<file path="src/rtl/counter_pkg.sv">
// counter_pkg
//   Shared constants for the counter_mod_nb family: direction and mode
//   encodings plus the default widths that the UART baud generator also uses.
package counter_pkg;

  // Direction encoding on the dir input
  localparam logic DIR_UP   = 1'b1;
  localparam logic DIR_DOWN = 1'b0;

  // Terminal behaviour selected by the SATURATE parameter
  localparam int MODE_WRAP = 0;
  localparam int MODE_SAT  = 1;

  // Default widths shared with the UART baud generator
  localparam int DEF_WIDTH     = 8;
  localparam int DEF_PRE_WIDTH = 4;

endpackage

</file>
<file path="src/rtl/counter_prescaler.sv">
// counter_prescaler
//   Enable prescaler for counter_mod_nb. It produces one step per
//   pre_div+1 enabled cycles.
// Ports:
//   clk      in   clock, rising edge
//   rst      in   asynchronous active-high reset
//   ena      in   count enable
//   clr      in   synchronous clear of the prescaler count
//   load     in   synchronous load; also restarts the prescaler
//   pre_div  in   divide field; the step fires when pre_cnt reaches it
//   step     out  combinational enabled prescaler terminal
module counter_prescaler
  import counter_pkg::*;
#(
  parameter int PRE_WIDTH = DEF_PRE_WIDTH
) (
  input  logic                 clk,
  input  logic                 rst,
  input  logic                 ena,
  input  logic                 clr,
  input  logic                 load,
  input  logic [PRE_WIDTH-1:0] pre_div,
  output logic                 step
);

  logic [PRE_WIDTH-1:0] pre_cnt;

  // ">=" rather than "==" means a pre_div lowered below the current count
  // fires on the next enabled cycle instead of waiting for a full wrap.
  assign step = ena & (pre_cnt >= pre_div);

  always_ff @(posedge clk or posedge rst) begin
    if (rst) begin
      pre_cnt <= '0;
    end else if (clr || load) begin
      pre_cnt <= '0;
    end else if (ena) begin
      if (step) pre_cnt <= '0;
      else      pre_cnt <= pre_cnt + 1'b1;
    end
  end

endmodule

</file>
<file path="src/rtl/counter_mod_nb.sv">
// counter_mod_nb
//   Up/down counter with a programmable modulo, synchronous clear and load,
//   wrap or saturate terminal behaviour, a built-in enable prescaler and a
//   registered terminal-count strobe.
// Ports:
//   clk       in   clock, rising edge
//   rst       in   asynchronous active-high reset
//   ena       in   count enable (through the prescaler)
//   clr       in   synchronous clear (beats load)
//   load      in   synchronous load of load_val (beats step)
//   load_val  in   value loaded on load
//   dir       in   1 = up, 0 = down
//   mod_val   in   terminal value, range 0..mod_val
//   pre_div   in   steps once per pre_div+1 enabled cycles
//   count     out  registered count
//   step      out  combinational enabled prescaler terminal
//   tc        out  registered terminal-count pulse
module counter_mod_nb
  import counter_pkg::*;
#(
  parameter int               WIDTH     = DEF_WIDTH,
  parameter int               PRE_WIDTH = DEF_PRE_WIDTH,
  parameter int               SATURATE  = MODE_WRAP,
  parameter logic [WIDTH-1:0] RESET_VAL = '0
) (
  input  logic                 clk,
  input  logic                 rst,
  input  logic                 ena,
  input  logic                 clr,
  input  logic                 load,
  input  logic [WIDTH-1:0]     load_val,
  input  logic                 dir,
  input  logic [WIDTH-1:0]     mod_val,
  input  logic [PRE_WIDTH-1:0] pre_div,
  output logic [WIDTH-1:0]     count,
  output logic                 step,
  output logic                 tc
);

  logic terminal;

  counter_prescaler #(
    .PRE_WIDTH (PRE_WIDTH)
  ) u_prescaler (
    .clk     (clk),
    .rst     (rst),
    .ena     (ena),
    .clr     (clr),
    .load    (load),
    .pre_div (pre_div),
    .step    (step)
  );

  // Counting up, ">=" also catches a count left above mod_val by a load or
  // by lowering mod_val, so the counter recovers on the next step.
  assign terminal = (dir == DIR_UP) ? (count >= mod_val) : (count == '0);

  always_ff @(posedge clk or posedge rst) begin
    if (rst) begin
      count <= RESET_VAL;
      tc    <= 1'b0;
    end else if (clr) begin
      count <= '0;
      tc    <= 1'b0;
    end else if (load) begin
      count <= load_val;
      tc    <= 1'b0;
    end else if (step) begin
      tc <= terminal;
      if (dir == DIR_UP) begin
        if (!terminal)                count <= count + 1'b1;
        else if (SATURATE == MODE_WRAP) count <= '0;
      end else begin
        if (!terminal)                count <= count - 1'b1;
        else if (SATURATE == MODE_WRAP) count <= mod_val;
      end
    end else begin
      tc <= 1'b0;
    end
  end

endmodule

</file>
<file path="config.mk">
export PLATFORM = sky130hd
export DESIGN_NAME = counter_mod_nb
export DESIGN_NICKNAME = d
export VERILOG_FILES = /design/src/rtl/counter_pkg.sv /design/src/rtl/counter_prescaler.sv /design/src/rtl/counter_mod_nb.sv
export SDC_FILE = /design/constraint.sdc
export NUM_CORES = 1
export LEC_CHECK = 0
export ABC_AREA = 1
export CORE_MARGIN = 2
export CORE_UTILIZATION = 45
export DETAILED_ROUTE_END_ITERATION = 10
export PLACE_DENSITY = 0.76
export SLEW_MARGIN = 20
export SYNTH_ARGS = -nofsm -noshare
export SYNTH_HDL_FRONTEND = slang
export SYNTH_SLANG_ARGS = --single-unit
</file>
<file path="constraint.sdc">
create_clock -name clk -period 3.19 [get_ports clk]
set_input_delay 0.957 -clock clk [delete_from_list [all_inputs] [get_ports clk]]
set_output_delay 0.957 -clock clk [all_outputs]
set_load 0.005 [all_outputs]
</file>
Word-level counts from Yosys, hierarchy flattened
Index checks and enable logic that the tools add are counted.
- add/subtract/negate cells: 3
- order comparisons: 2
- multiplexer cells: 13
- bitwise operators: 1
- reduce and logical (&&, ||, !) cells: 4
- operators by type and width (cell ; count):
    $mux W8 ; 6
    $mux W4 ; 3
    $add A8 B1 Y8 const B ; 1
    $ge A8 B8 Y1 ; 1
    $logic_not A8 Y1 ; 1
    $sub A8 B1 Y8 const B ; 1
    $add A4 B1 Y4 const B ; 1
    $ge A4 B4 Y1 ; 1
    $mux W1 ; 4
    $reduce_bool A3 Y1 ; 1
    $reduce_bool A2 Y1 ; 1
    $and A1 B1 Y1 ; 1
    $logic_or A1 B1 Y1 ; 1
- register bits after elaboration: 13
- word-level logic and storage cells: 26

Depth between registers and ports, before layout
- word-level depth: 7
- gate-level depth with buffers: 16
- depth with buffers taken out: 16

Cells and area by module
A second synthesis with hierarchy kept.
- cell total of the unflattened synthesis: 238
- area, all modules: 1506.4 um^2
- modules (own cells, without submodules) (module ; times used ; cells an instance ; area an instance (um^2)):
    counter_mod_nb ; 1 ; 185 ; 1143.6
    counter_prescaler ; 1 ; 53 ; 362.8

Worst setup path after synthesis
OpenSTA, ideal clock, no wires.
- path type: in2out
- start: input port pre_div[1]
- end: output port step
- arrival time: 1.668 ns
- slack: 0.565 ns
- stages: 8
- cell sequence: inv_1 > ha_1 > inv_1 > o21bai_1 > nand3_1 > nand3_1 > nand2_1 > inv_1
- longest elaborated chain between the ends: 2
- ends and longest elaborated chain (element ; RTL line ; RTL):
    from (decl) ; counter_mod_nb.sv:34 ; input logic [PRE_WIDTH-1:0] pre_div,
    $ge A4 B4 Y1 ; counter_prescaler.sv:30 ; assign step = ena & (pre_cnt >= pre_div);
    $and A1 B1 Y1 ; counter_prescaler.sv:30 ;
    to (decl) ; counter_mod_nb.sv:36 ; output logic step,
No other way between the ends.

Worst setup path in the final report
- start: input port pre_div[3]
- end: output port step
Same word-level chain as after synthesis.

==> results by group <==
Synth
  – Net count after synthesis: between 200 and 300
  – Post-synthesis sequential area ratio: approximately 22%
  – Yosys warnings: 0
  – Post-synthesis cell area: around 1500 um^2
  – Yosys cell types: 27
  – Post-synth top area share: ~22%
  – Largest cells by area after synthesis: dfrtp_1 22%, nand2_1 15%, ha_1 13%
  – Largest area contributor in the netlist: dfrtp_1
  – Cell count after synthesis: 222
  – Mapped Avg Cell Area: ~6.6 um^2
  – #FFs+latches synth: 13

Worst setup path
  – R2R depth: 17
  – Worst Setup End Kind: primary output
  – Reg-to-reg startpoint: u_prescaler.pre_cnt[1]
  – Reg2reg setup slack: approximately 0.76 ns
  – Setup crit start kind: primary input
  – Critical path fanouts, max: 3
  – Required @ worst endpoint: 2.23 ns
  – Critical path class: primary input to primary output
  – Reg-to-reg endpoint: count[5]
  – WP data arrival: approximately 2.2 ns
  – Critical Path Sink: step
  – Critical Path Source: pre_div[3]

Cells and area
  – Diodes inserted: 0
  – Share of layout cells above drive strength 1: between 15 and 20%
  – FILL cells: ~300
  – Finished layout cell area: approximately 2000 um^2
  – Synth-to-Final Area Change: 36.4%
  – Layout Utilization: roughly 65%
  – Nets@finish: roughly 310

Timing
  – Slew Viols, Final: 0
  – Final Cycle Share: 97.8%
  – Skew final: 0.00448 ns
  – Min Tclk post-route: 3.12 ns
  – WHS: about 0.62 ns
  – Final Hold Viols: 0
  – RSZ-0062 raised after global routing: false
  – Final setup viols: 0
  – Fmax: roughly 0.32 GHz
  – Slew margin rel.: between 60% and 70%
  – Worst Max-Slew Pin Slew: between 0.4 and 0.5 ns

Hold path
  – Hold Crit Class: flop to flop

Route
  – Routed vias: roughly 1.5k
  – # DRC: 0
  – ANT nets after route: 0
  – Vias per cell: between 4 and 5
  – Initial DRC Count: 38
  – Drt wl/cell: roughly 12 um
  – Overall routed net length: 3.58 mm
  – Drt first pass iters: 4

Global routing
  – GR peak layer: met2
  – Wire length of the first global-routing pass: 5.96 mm
  – GR Layer Usage met3: under 10%
  – Total track usage: between 20% and 30%
  – Grt ovf: 0
  – GR Util met2: a little under two fifths
  – Initial antenna violation count: 0
  – Largest net degree at the start of global routing: 14
  – Number of global-route vias before repair: roughly 1.4k
  – M1 GR Usage: a little over a quarter

Die
  – Chip Width: about 61 um
  – Initial Util: approximately 48%
  – Site Rows: 20
  – Die H: slightly above 60 um
  – Core area: ~3100 um^2
  – Total die area: 3720 um^2
  – Ports: 36

Pwr
  – Leak Pwr: between 0.001 and 0.0015 uW
  – Peak supply drop: roughly 0.18 mV
  – Power Density: 266 nW/um^2

Flow run
  – Max Cap Viol: 0

CTS
  – CTS clock-pin slew for the worst setup and hold paths: ~0.080 ns
  – CTS Buf Count: 3
  – Clock Path Buffers: 2
  – Htree depth: 1
  – Clock Sinks: 13
  – Root Driver: clkbuf_4
  – CTS tree: yes
  – Insertion delay to the later sink of the worst-skew pair: ~0.28 ns
  – # hold bufs at CTS: 0

Run status
  – Status: finished clean

Place
  – DP Area: around 1900 um^2
  – Hpwl dp: about 2.7 mm
  – Global placement routability congestion: about 0.9
  – Number of port buffers: 35
==> worst max-delay path, cell delays in order <==
cell	delay, ns
clkdlybuf4s50_1	0.47
inv_2	0.05
ha_4	0.24
a21oi_2	0.14
nand3_2	0.09
nand2_2	0.08
inv_2	0.04
buf_6	0.10
==> per-stage QoR <==
stage          setup WS (ns)  instances  power [uW]  setup TNS (ns)
2_1_floorplan          0.565        222         341               0
3_3_place_gp          -0.407        301         417          -0.407
3_5_place_dp          -0.470        301         421          -0.470
4_1_cts              -0.0343        311         530         -0.0343
5_1_grt              0.00839        311         577               0
6_report              0.0711        311         530               0
==> per-layer routing <==
layer	routed length [um]	part of all wire, %
met1	1630	46
met2	1760	49
met3	131	3.7
met4	50	1.4
met5	0	0
==> cell usage after synthesis <==
master     n
clkinv_2   1
buf_4      1
nand3_2    2
nand4_1    5
nor2_4     1
nor2_2     2
inv_2      6
dfrtp_1   13
a21oi_1    7
buf_1      1
o21ai_1    3
nor2_1    15
o21bai_1   1
nand3_1   21
nand2_4    2
ha_1      15
nand2_1   60
o21ai_0   10
xor2_1    12
or2_1      1
o21a_1     1
nor3_2     2
buf_6      1
nor3_1     1
nand2_2    3
inv_1     34
bufinv_8   1
==> timing repair <==
item | CTS | global route
buffers inserted | 6 | 0
endpoints found under the setup margin | 1 | 9
endpoints found under the hold margin | 0 | 0
gates resized for setup | 9 | 8
pin swaps | 2 | 4
==> sequential cells by signal, indices dropped and copies added (netlist names) <==
signal	cells
count	8
tc	1
u_prescaler.pre_cnt	4
==> cell type report <==
| type | count | area, um^2 | share of cell area, % |
|---|---|---|---|
| Inverter | 42 | 173 | 8.66 |
| Multi-Input combinational cell | 164 | 993 | 49.8 |
| Sequential cell | 13 | 325 | 16.3 |
| Tap cell | 44 | 55.1 | 2.76 |
| Timing Repair Buffer | 44 | 422 | 21.1 |
| Clock buffer | 4 | 26.3 | 1.32 |
==> cells in the final DEF (no fill, tap or decap), types with 3 or more instances in the layout <==
cell type / netlist / routed
ha_1: 15 / 12
ha_4: 0 / 3
clkbuf_4: 0 / 3
nand2_2: 3 / 5
xor2_1: 12 / 12
dfrtp_1: 13 / 13
nand4_1: 5 / 5
buf_4: 1 / 9
o21ai_0: 10 / 10
clkdlybuf4s50_1: 0 / 33
o21ai_1: 3 / 3
inv_1: 34 / 30
a21oi_1: 7 / 6
nand3_1: 21 / 20
inv_2: 6 / 10
nor2_1: 15 / 15
nand2_1: 60 / 58
nand3_2: 2 / 3
==> logic make-up after synthesis <==
| group | synth area share (%) |
|---|---|
| xor gates and xnor gates | 7.19 |
| AOI/OAI and AO/OA | 7.87 |
| buffers and inverters | 13.3 |
| DFF | 22.2 |
| adders and majority gates | 12.8 |
| and+or+nand+nor | 36.5 |
==> where the power goes <==
group	switching, uW	total (uW)	internal, uW
Sequential	18.3	191	173
Combinational	122	236	114
Clock	54.7	103	48.6
Total	195	530	335
==> worst min path at each step <==
stage	cells past startpoint	to	start	slack (ns)
3_3_place_gp	2	u_prescaler.pre_cnt[3]	u_prescaler.pre_cnt[3]	0.57
6_report	2	u_prescaler.pre_cnt[3]	u_prescaler.pre_cnt[3]	0.62
2_1_floorplan	2	u_prescaler.pre_cnt[3]	u_prescaler.pre_cnt[3]	0.52
4_1_cts	2	u_prescaler.pre_cnt[3]	u_prescaler.pre_cnt[3]	0.59
3_5_place_dp	2	u_prescaler.pre_cnt[3]	u_prescaler.pre_cnt[3]	0.56
5_1_grt	2	count[6]	count[6]	0.66
No activity file was read; power rests on OpenSTA's default activity.
